--- src/rtl/fp_add_issue.sv ---
`default_nettype none
// ============================================================================
// Module   : fp_add_issue
// Brief    : Issue/result-collection controller for fp_add. Holds operands
//            stable for LAT cycles and queues results in a small FIFO.
//            Optional macro: FP_ADD_ISSUE_STICKY_EN (sticky exception flags).
// Revision : 1.0  initial release
// ============================================================================
module fp_add_issue #(
  parameter int W     = 32,
  parameter int LAT   = 2,
  parameter int DEPTH = 4
) (
  input  logic         clk,
  input  logic         rst,
  input  logic         req_valid,
  output logic         req_ready,
  input  logic [W-1:0] req_a,
  input  logic [W-1:0] req_b,
  input  logic [2:0]   req_rm,
  output logic [W-1:0] add_in1,
  output logic [W-1:0] add_in2,
  output logic [2:0]   add_round_m,
  output logic         add_act,
  input  logic [W-1:0] add_out,
  input  logic         add_ov,
  input  logic         add_un,
  input  logic         add_inv,
  input  logic         add_inexact,
  output logic         rsp_valid,
  input  logic         rsp_ready,
  output logic [W-1:0] rsp_data,
  output logic [3:0]   rsp_flags
`ifdef FP_ADD_ISSUE_STICKY_EN
  ,
  input  logic         flags_clr,
  output logic [3:0]   sticky_flags
`endif
);

  localparam int c_AW = $clog2(DEPTH);
  localparam int c_CW = c_AW + 1;
  localparam int c_HW = (LAT > 1) ? $clog2(LAT) : 1;

  logic [LAT:0]      r_vpipe;
  logic [c_HW-1:0]   r_hold_cnt;
  logic [c_AW-1:0]   r_wptr;
  logic [c_AW-1:0]   r_rptr;
  logic [c_CW-1:0]   r_count;
  logic [W-1:0]      r_mem_data  [DEPTH];
  logic [3:0]        r_mem_flags [DEPTH];

  logic              w_accept;
  logic              w_push;
  logic              w_pop;
  logic [3:0]        w_push_flags;
  logic [c_CW:0]     w_inflight;
  logic [c_CW:0]     w_used;

  // Every op still in the adder pipe holds a FIFO slot reserved for its result.
  always_comb begin
    w_inflight = '0;
    for (int i = 0; i <= LAT; i++) begin
      w_inflight = w_inflight + (c_CW+1)'(r_vpipe[i]);
    end
  end

  assign w_used       = {1'b0, r_count} + w_inflight;
  assign req_ready    = !rst && (r_hold_cnt == '0) && (w_used < (c_CW+1)'(DEPTH));
  assign w_accept     = req_valid && req_ready;
  assign w_push       = r_vpipe[LAT];
  assign w_push_flags = {add_inv, add_ov, add_un, add_inexact};
  assign add_act      = |r_vpipe[LAT-1:0];

  always_ff @(posedge clk) begin
    if (rst) begin
      r_vpipe     <= '0;
      r_hold_cnt  <= '0;
      add_in1     <= '0;
      add_in2     <= '0;
      add_round_m <= '0;
    end else begin
      r_vpipe <= {r_vpipe[LAT-1:0], w_accept};
      if (w_accept) begin
        add_in1     <= req_a;
        add_in2     <= req_b;
        add_round_m <= req_rm;
        r_hold_cnt  <= c_HW'(LAT - 1);
      end else if (r_hold_cnt != '0) begin
        r_hold_cnt <= r_hold_cnt - c_HW'(1);
      end
    end
  end

  // Storage needs no reset: the read port is masked while the FIFO is empty.
  always_ff @(posedge clk) begin
    if (w_push) begin
      r_mem_data[r_wptr]  <= add_out;
      r_mem_flags[r_wptr] <= w_push_flags;
    end
  end

  always_ff @(posedge clk) begin
    if (rst) begin
      r_wptr  <= '0;
      r_rptr  <= '0;
      r_count <= '0;
    end else begin
      if (w_push) r_wptr <= r_wptr + c_AW'(1);
      if (w_pop)  r_rptr <= r_rptr + c_AW'(1);
      case ({w_push, w_pop})
        2'b10:   r_count <= r_count + c_CW'(1);
        2'b01:   r_count <= r_count - c_CW'(1);
        default: r_count <= r_count;
      endcase
    end
  end

  assign rsp_valid = (r_count != '0);
  assign w_pop     = rsp_valid && rsp_ready;
  assign rsp_data  = rsp_valid ? r_mem_data[r_rptr]  : '0;
  assign rsp_flags = rsp_valid ? r_mem_flags[r_rptr] : '0;

`ifdef FP_ADD_ISSUE_STICKY_EN
  // A clear coinciding with a push keeps only the pushed flags.
  always_ff @(posedge clk) begin
    if (rst) begin
      sticky_flags <= '0;
    end else if (flags_clr) begin
      sticky_flags <= w_push ? w_push_flags : 4'b0000;
    end else if (w_push) begin
      sticky_flags <= sticky_flags | w_push_flags;
    end
  end
`endif

endmodule
`default_nettype wire

--- config.mk ---
export PLATFORM = sky130hd
export DESIGN_NAME = fp_add_issue
export DESIGN_NICKNAME = d
export VERILOG_FILES = /design/src/rtl/fp_add_issue.sv
export SDC_FILE = /design/constraint.sdc
export NUM_CORES = 1
export LEC_CHECK = 0
export CAP_MARGIN = 20
export CORE_ASPECT_RATIO = 2
export CORE_MARGIN = 2
export CORE_UTILIZATION = 49
export DETAILED_ROUTE_END_ITERATION = 10
export PLACE_DENSITY = 0.89
export SYNTH_ARGS = -nofsm -noshare
export SYNTH_HDL_FRONTEND = slang
export SYNTH_SLANG_ARGS = --single-unit
--- constraint.sdc ---
create_clock -name clk -period 2.85 [get_ports clk]
set_clock_uncertainty 0.2 [all_clocks]
set_input_delay 0.7125 -clock clk [delete_from_list [all_inputs] [get_ports clk]]
set_output_delay 0.7125 -clock clk [all_outputs]
set_load 0.03 [all_outputs]
==> flow_summary.ini, run 1 <==
[run_status]
status = complete, but fails checks
violations = negative setup slack

[grt]
grt_first_pass_wirelength_mm = 30.2
grt_max_degree = 79
grt_use_total_pct = 20.2
antenna_found_initial = 0
grt_pass1_vias = 5791
overflow = 0

[job]
drv_cap = 0

[drt]
route.detailed.drc = 0
totalWireLength_mm = 19.9
wl_per_cell_um = 20.3
num_vias = 5250
ant_nets = 0
drtPass1Iterations = 7
viasPerCell = 5.36
first_iter_violations = 167

[place]
placed_cell_area_um2 = 11100
port_buffers = 212
globalplace.congestion = 0.856
dp_hpwl_mm = 13.0
dp_slack_ns = -0.0956

[critical_path]
worst_path_largest_cell_delay_ns = 0.45
cpMaxStageDelayCell = or4_4
worst_path_dominant_cell_family = simple AND/OR/NAND/NOR gates
worstSetupPathType = reg2out
r2r_cells = 8
required_ns = 1.94
critPathBufInv = 1
cp_max_fo = 4
r2r_slack_ns = 0.04
crit_chain = fa_2 -> ha_2 -> or4_4 -> nor2_4 -> buf_12
cp-start-kind = register
rr_endpoint = add_in2[2]
endpoint_kind = primary output
r2r-start = r_vpipe[0]
cp.arrival_ns = 2.11

[power]
peakVddDrop_uv = 540
p_per_area_nw_per_um2 = 604
power.leakage_uw = 0.00430

[yosys]
synth-xor-area-share_pct = 0.507
synth_fa_ha_area_share_pct = 1.48
synthSimpleGateAreaFrac_pct = 8.94
synth_top_area_cell = edfxtp_1
synth_area_leaders = edfxtp_1 50%, dfxtp_1 18%, mux4_2 9.4%
syn_inst = 521
muxShareOfSynthArea_pct = 17.1
synth-compound-area-share_pct = 1.66
syn_nets = 637
synth_cell_types = 32
yosysTopAreaCellShare_pct = 50.0
synthesis.area_um2 = 8640
synth.yosys.seq_area_share_pct = 68.3
synth.yosys.warnings = 0
synth_top_family_by_area = multiplexers
synth-seq-cells = 223
avgSynthCellArea_um2 = 16.6

[timing]
fin_crit_sh_pct = 106
setup_viol = 17
worst_pin_slew_ns = 0.768
rsz0062_at_grt = true
relSlewSlack_pct = 48.8
setup_ws_ns = -0.168
fmax_ghz = 0.331
slew_viol_final = 0
hold_viol = 0
min_period_ns = 3.02

[floorplan]
core_area_um2 = 17300
ios = 213
die_h_um = 192
die-area_um2 = 18800
die_width_um = 97.9
initial_core_util_pct = 50.1
core.rowCount = 68

[clock_network]
clk_latency_ns = 0.47
htreeDepth = 1
cts.sinks = 223
cts-root-buf = clkbuf_16
clk_path_buf_depth = 3
numCtsBuffers = 19
path_clk_slew_ns = 0.07
cts_tree = done
hold_buffers = 0

[min_path]
min_from = add_in2[19]
whs_path_depth = 2
hold_path.class = reg2reg
min_to = add_in2[19]

[layout]
antenna_cells = 0
final_area_um2 = 12000
final_cell_mix = 172 x clkdlybuf4s50_1, 144 x edfxtp_1, 75 x dfxtp_1
n_fill_cell = 1116
nets = 873
regArea_um2 = 5910
final_common_cell = clkdlybuf4s50_1
fin_util_pct = 69.7
drive_above_1_share_pct = 28.1
area_growth_pct = 39.3
multi_input_area_um2 = 2750
==> area by class of cell <==
type | count | area share, %
well taps | 210 | 2.18
multi-input cells | 257 | 22.9
inverters | 12 | 0.374
flip-flops and latches | 223 | 49.1
clock inverters | 12 | 0.426
repair buffers | 244 | 21.1
clock buffers | 21 | 4.01
==> kinds of logic after synthesis <==
group,after synthesis
adder cells (fa/ha/maj),9
AND/OR/NAND/NOR,125
buffers and inverters,41
multiplexers,95
AO/OA/AOI/OAI,23
flip-flops,223
XOR/XNOR,5
==> registers in the layout (all words and copies together), names as in the netlist, named ones only <==
signal	count
r_mem_data	128
r_mem_flags	16
r_count	3
r_wptr	2
add_in2	32
r_vpipe	3
add_in1	32
r_rptr	2
add_round_m	3
==> how the worst max path moves through the flow <==
| stage | to | cells after the start | start |
|---|---|---|---|
| finish | req_ready | 5 | r_vpipe[0] |
| global route | req_ready | 5 | r_vpipe[1] |
| CTS | req_ready | 5 | r_vpipe[1] |
| detailed placement | r_count[2] | 9 | rsp_ready |
| global placement | rsp_data[9] | 4 | register |
| floorplan | req_ready | 5 | r_vpipe[1] |
==> through the flow <==
step / total power [µW] / hold slack, ns / instances / TNS [ns]
finish: 7280 / 0.279 / 979 / -0.652
global route: 7510 / 0.293 / 979 / -1.81
CTS: 7230 / 0.279 / 975 / -2.02
detailed placement: 4900 / 0.272 / 934 / -0.0956
global placement: 4870 / 0.261 / 934 / 0
floorplan: 4330 / 0.262 / 521 / 0
==> layer usage <==
metal  vias to the layer above  global-route usage [%]  wire length [µm]
met3                        30                    5.49              1590
met2                       240                    38.3             11100
met1                      2581                    22.0              6870
met4                         0                    4.86               329
li1                       2399                       -                 -
met5                         -                       0                 0
==> Yosys cell counts, drive strengths merged <==
| cell | number |
|---|---|
| nor2b | 94 |
| dfxtp | 79 |
| fa | 2 |
| xnor2 | 1 |
| or3 | 1 |
| nand3 | 1 |
| inv | 11 |
| clkinv | 1 |
| nor3 | 2 |
| a21oi | 11 |
| nor4 | 1 |
| o31ai | 10 |
| edfxtp | 144 |
| o21ai | 1 |
| mux2 | 58 |
| ha | 7 |
| mux4 | 36 |
| xor2 | 4 |
| nor2 | 11 |
| clkbuf | 17 |
| and3 | 1 |
| or4 | 1 |
| nand4 | 9 |
| mux2i | 1 |
| o311ai | 1 |
| and2 | 4 |
| buf | 12 |
==> power by group <==
group	leakage (µW)	internal, µW	switching (µW)
Clock	0.000257	1220	1070
Combinational	0.00210	702	689
Sequential	0.00195	3540	62.6
==> worst min-delay path: cells and delay by family (launching register included) <==
kind / cells / cell delay (ns)
compound gates: 2 / 0.12
flops: 1 / 0.31
==> repair_timing <==
item / 4_1_cts / 5_1_grt
endpoints found under the hold margin: 0 / 0
setup endpoints to repair: 39 / 94
resized for setup: 193 / 101
pin swaps: 2 / 3
gates cloned: 3 / 2
buffers inserted: 5 / 4
(Power assumes the default switching activity.)
==> inputs of run 2 (changes only) <==
--- a/config.mk
+++ b/config.mk
@@ -5,12 +5,13 @@
 export SDC_FILE = /design/constraint.sdc
 export NUM_CORES = 1
 export LEC_CHECK = 0
+export ABC_AREA = 0
 export CAP_MARGIN = 20
 export CORE_ASPECT_RATIO = 2
 export CORE_MARGIN = 2
 export CORE_UTILIZATION = 49
 export DETAILED_ROUTE_END_ITERATION = 10
-export PLACE_DENSITY = 0.89
+export PLACE_DENSITY_LB_ADDON = 0.1
 export SYNTH_ARGS = -nofsm -noshare
 export SYNTH_HDL_FRONTEND = slang
 export SYNTH_SLANG_ARGS = --single-unit
==> run 2 against run 1 <==
The run still ends with negative setup slack left; hold slack worse by 0.0025 ns; sequential power about the same; highest routed layer unchanged; critical path depth did not move; setup slack better by 0.046 ns; clock-buffer cell count increased by 4; utilization grew 0.16 points; cell count grew 0.10%; fmax is 1.5% higher.
==> flow_summary.ini, run 2 (same netlist as run 1, synthesis figures left out) <==
[run_status]
status = complete, but fails checks
violations = negative setup slack

[drt]
num_vias = 5189
ant_nets = 0
wl_per_cell_um = 18.9
drtPass1Iterations = 4
first_iter_violations = 172
viasPerCell = 5.29
route.detailed.drc = 0
totalWireLength_mm = 18.5

[layout]
nets = 871
drive_above_1_share_pct = 28.6
area_growth_pct = 39.7
multi_input_area_um2 = 2750
top_regs = r_mem_data: 128 flops, add_in1: 32 flops, add_in2: 32 flops
largest_reg_flops = 128
final_area_um2 = 12100
n_fill_cell = 1184
stdcell_count = 980
regArea_um2 = 5910
top_register = r_mem_data
final_common_cell = clkdlybuf4s50_1
final_cell_mix = 173 x clkdlybuf4s50_1, 144 x edfxtp_1, 75 x dfxtp_1

[timing]
slew_viol_final = 0
relSlewSlack_pct = 47.1
fin_setup_tns_ns = -0.139
hold_viol = 0
setup_viol = 5
rsz0062_at_grt = true
min_period_ns = 2.97
fin_crit_sh_pct = 104
worst_pin_slew_ns = 0.793
setup_ws_ns = -0.122
whs_ns = 0.277
fmax_ghz = 0.336

[grt]
antenna_found_initial = 1
overflow = 0
grt_use_total_pct = 19.1
grt_max_degree = 79
grt_pass1_vias = 5623
grt_first_pass_wirelength_mm = 28.6

[place]
globalplace.congestion = 0.730
port_buffers = 212
placed_cell_area_um2 = 11100
numPlacedInstances = 931
dp_hpwl_mm = 11.8
dp_slack_ns = -0.0102

[clock_network]
htreeDepth = 1
clk_latency_ns = 0.48
hold_buffers = 0
cts.sinks = 223
cts_tree = done
path_clk_slew_ns = 0.07
cts-root-buf = clkbuf_16
numCtsBuffers = 20
clk_path_buf_depth = 3

[min_path]
min_from = add_in2[26]
min_to = add_in2[26]
hold_path.class = reg2reg
whs_path_depth = 2

[job]
drv_cap = 0

[critical_path]
r2r_cells = 7
r2r_slack_ns = 0.12
cp.arrival_ns = 2.06
endpoint_kind = primary output
r2r-start = r_vpipe[1]
rr_endpoint = add_in2[2]
required_ns = 1.94
cp_max_fo = 2
worstSetupPathType = reg2out
cp-start-kind = register

[power]
combPwrFrac_pct = 18.2
switching_share_pct = 24.5
pwr-share-seq_pct = 47.4
clkPwrFrac_pct = 34.4
switchingPower_uw = 1860
intPower_uw = 5720
power.leakage_uw = 0.00432
p_per_area_nw_per_um2 = 628
peakVddDrop_uv = 543

[floorplan]
die_h_um = 192
core.rowCount = 68
initial_core_util_pct = 50.1
ios = 213
core_area_um2 = 17300
die_width_um = 97.9
die-area_um2 = 18800
-- run 2: stage by stage --
stage | power [µW] | utilization, %
detailed placement | 4900 | 64.1
floorplan | 4330 | -
global placement | 4870 | 64.1
CTS | 7540 | 68.2
global route | 7850 | 69.9
finish | 7580 | 69.9
-- run 2: worst max-delay path: stages (launching register included) --
cell     delay, ns
dfxtp_2       0.33
fa_2          0.37
ha_2          0.18
or4_4         0.44
nor2_4        0.10
buf_6         0.14
-- run 2: per-layer routing --
| metal | up-vias | global-route usage [%] | wire (µm) |
|---|---|---|---|
| met5 | - | 0 | 0 |
| met4 | 0 | 6.52 | 574 |
| met3 | 32 | 5.79 | 1380 |
| met2 | 196 | 34.6 | 9690 |
| met1 | 2563 | 21.0 | 6880 |
| li1 | 2398 | - | - |
-- run 2: worst max-delay path by stage --
stage                     from    endpoint  slack (ns)  cells past startpoint
CTS                 r_vpipe[1]   req_ready       -0.23                      5
global route        r_vpipe[1]   req_ready       -0.18                      5
detailed placement   rsp_ready  r_count[2]       -0.01                      9
floorplan           r_vpipe[1]   req_ready        0.05                      5
finish              r_vpipe[1]   req_ready       -0.12                      5
global placement     rsp_ready  r_count[2]        0.02                      9
-- run 2: power by group through the flow --
stage	Clock, µW	Sequential, µW	Combinational [µW]
2_1_floorplan	0	3820	509
3_3_place_gp	0	3660	1220
3_5_place_dp	0	3660	1240
4_1_cts	2670	3590	1280
5_1_grt	2790	3600	1450
6_report	2610	3590	1380
-- run 2: cell type report --
| type | instances | share of cell area [%] |
|---|---|---|
| Inverter | 12 | 0.373 |
| Tap cell | 210 | 2.18 |
| Clock buffer | 25 | 4.64 |
| Sequential cell | 223 | 49.0 |
| Clock inverter | 11 | 0.653 |
| Antenna cell | 1 | 0.0207 |
| Multi-Input combinational cell | 257 | 22.8 |
| Timing Repair Buffer | 241 | 20.4 |
-- run 2: repair_timing --
item | in CTS | in global routing
buffers inserted | 6 | 4
gates resized for setup | 197 | 72
cloned | 2 | 0
setup endpoints to repair | 38 | 87
pin swaps | 2 | 1
==> inputs of run 3 (changes only) <==
--- a/config.mk
+++ b/config.mk
@@ -8,10 +8,11 @@
 export ABC_AREA = 0
 export CAP_MARGIN = 20
 export CORE_ASPECT_RATIO = 2
-export CORE_MARGIN = 2
+export CORE_MARGIN = 5
 export CORE_UTILIZATION = 49
 export DETAILED_ROUTE_END_ITERATION = 10
 export PLACE_DENSITY_LB_ADDON = 0.1
+export SKIP_CTS_REPAIR_TIMING = 1
 export SYNTH_ARGS = -nofsm -noshare
 export SYNTH_HDL_FRONTEND = slang
 export SYNTH_SLANG_ARGS = --single-unit
==> run 3 against run 2 <==
The run still ends with negative setup slack left; critical path type unchanged; final area decreased by 1.6%; utilization decreased by 1.4 points; clock power decreased by 8.8%; combinational power fell by 4%; non-clock buffer count down 4; power fell by 3.7%; wire length rose by 3.6%; critical path depth stayed put; die area up 9.4%; critical endpoint unchanged.
==> flow_summary.ini, run 3 (same netlist as run 1, synthesis figures left out) <==
[run_status]
status = complete, but fails checks
violations = negative setup slack

[power]
switching_share_pct = 24.5
pwr-share-seq_pct = 49.3
p_per_area_nw_per_um2 = 614
intPower_uw = 5510
peakVddDrop_uv = 491
combPwrFrac_pct = 18.1
power.leakage_uw = 0.00422
switchingPower_uw = 1790
clkPwrFrac_pct = 32.6

[clock_network]
path_clk_slew_ns = 0.07
clk_latency_ns = 0.47
numCtsBuffers = 19
cts_tree = done
cts.sinks = 223
clk_path_buf_depth = 3
htreeDepth = 1
cts-root-buf = clkbuf_16

[critical_path]
r2r_slack_ns = 0.22
r2r_cells = 6
r2r-start = r_vpipe[1]
rr_endpoint = add_in1[15]
cpMaxStageDelayCell = or4_4
required_ns = 1.94
endpoint_kind = primary output
cp_max_fo = 3
crit_chain = fa_2 -> ha_2 -> or4_4 -> nor2_4 -> buf_6
worstSetupPathType = reg2out
worst_path_largest_cell_delay_ns = 0.46
cp-start-kind = register
cp-endpoint = req_ready
cp.arrival_ns = 2.09
crit_path_start = r_vpipe[1]

[timing]
worst_pin_slew_ns = 0.793
fin_crit_sh_pct = 106
setup_ws_ns = -0.157
fin_setup_tns_ns = -0.166
setup_viol = 3
relSlewSlack_pct = 47.2
rsz0062_at_grt = true
slew_viol_final = 0
fmax_ghz = 0.333
min_period_ns = 3.01
hold_viol = 0

[drt]
viasPerCell = 5.28
num_vias = 5127
highest_layer = met4
met1_length_mm = 6.70
route.detailed.drc = 0
drtPass1Iterations = 4
dr_wl_met3_mm = 1.67
ant_nets = 0
wl_per_cell_um = 19.7
first_iter_violations = 152
met2_length_mm = 10.3
totalWireLength_mm = 19.2

[layout]
final_area_um2 = 11900
area_growth_pct = 37.5
antenna_cells = 0
final_common_cell = clkdlybuf4s50_1
nets = 866
top_register = r_mem_data
stdcell_count = 971
final_cell_mix = 173 x clkdlybuf4s50_1, 144 x edfxtp_1, 79 x nor2b_1
drive_above_1_share_pct = 26.9
top_regs = r_mem_data: 128 flops, add_in1: 32 flops, add_in2: 32 flops
largest_reg_flops = 128
n_fill_cell = 1241

[floorplan]
core.rowCount = 68
ios = 213
die_h_um = 198
die_width_um = 104
core_area_um2 = 17400
die-area_um2 = 20600
initial_core_util_pct = 49.8

[place]
dp_hpwl_mm = 12.6
numPlacedInstances = 930
port_buffers = 212
globalplace.congestion = 0.769
placed_cell_area_um2 = 11100

[grt]
grt_pass1_vias = 5734
grt_max_degree = 79
antenna_found_initial = 0
grt_use_total_pct = 17.5
overflow = 0
grt_first_pass_wirelength_mm = 29.5

[min_path]
hold_path.class = reg2reg

[job]
drv_cap = 0
## run 3: per-layer routing
metal  GRT usage [%]  up-vias
met5               0        -
met2            32.5      210
met1            18.6     2502
li1                -     2382
met4            5.04        0
met3            6.17       33
## run 3: critical path: cells and delay by family, from the launching register on
family	cells	cell delay [ns]
fa+ha+maj	2	0.56
simple gates	2	0.59
flops	1	0.33
buf+inv	1	0.14
## run 3: cell type report
class / instances / area, µm² / share of cell area, %
flip-flops and latches: 223 / 5910 / 49.8
multi-input cells: 257 / 2700 / 22.7
repair buffers: 237 / 2400 / 20.2
clock buffers: 22 / 487 / 4.10
well taps: 210 / 263 / 2.21
clock inverters: 10 / 73.8 / 0.621
inverters: 12 / 45.0 / 0.379
## run 3: worst min path at each step
stage                      from     endpoint  slack, ns  cells past startpoint
global placement    add_in2[19]  add_in2[19]       0.26                      2
finish              add_in2[22]  add_in2[22]       0.27                      2
CTS                 add_in2[22]  add_in2[22]       0.27                      2
detailed placement  add_in2[22]  add_in2[22]       0.26                      2
floorplan            r_vpipe[1]   r_vpipe[2]       0.26                      2
global route        add_in2[22]  add_in2[22]       0.30                      2
## run 3: power groups by stage
stage,clock network (µW),logic [µW],registers [µW]
2_1_floorplan,0,509,3820
3_3_place_gp,0,1220,3660
3_5_place_dp,0,1240,3660
4_1_cts,2450,1250,3600
5_1_grt,2580,1400,3610
6_report,2380,1320,3600
## run 3: through the flow
stage / total power [µW] / setup WS, ns / utilization (%) / hold slack (ns)
2_1_floorplan: 4330 / 0.0464 / - / 0.262
3_3_place_gp: 4880 / 0.0460 / 63.9 / 0.261
3_5_place_dp: 4910 / -0.0709 / 63.9 / 0.263
4_1_cts: 7290 / -0.461 / 67.1 / 0.275
5_1_grt: 7590 / -0.208 / 68.5 / 0.301
6_report: 7300 / -0.157 / 68.5 / 0.268
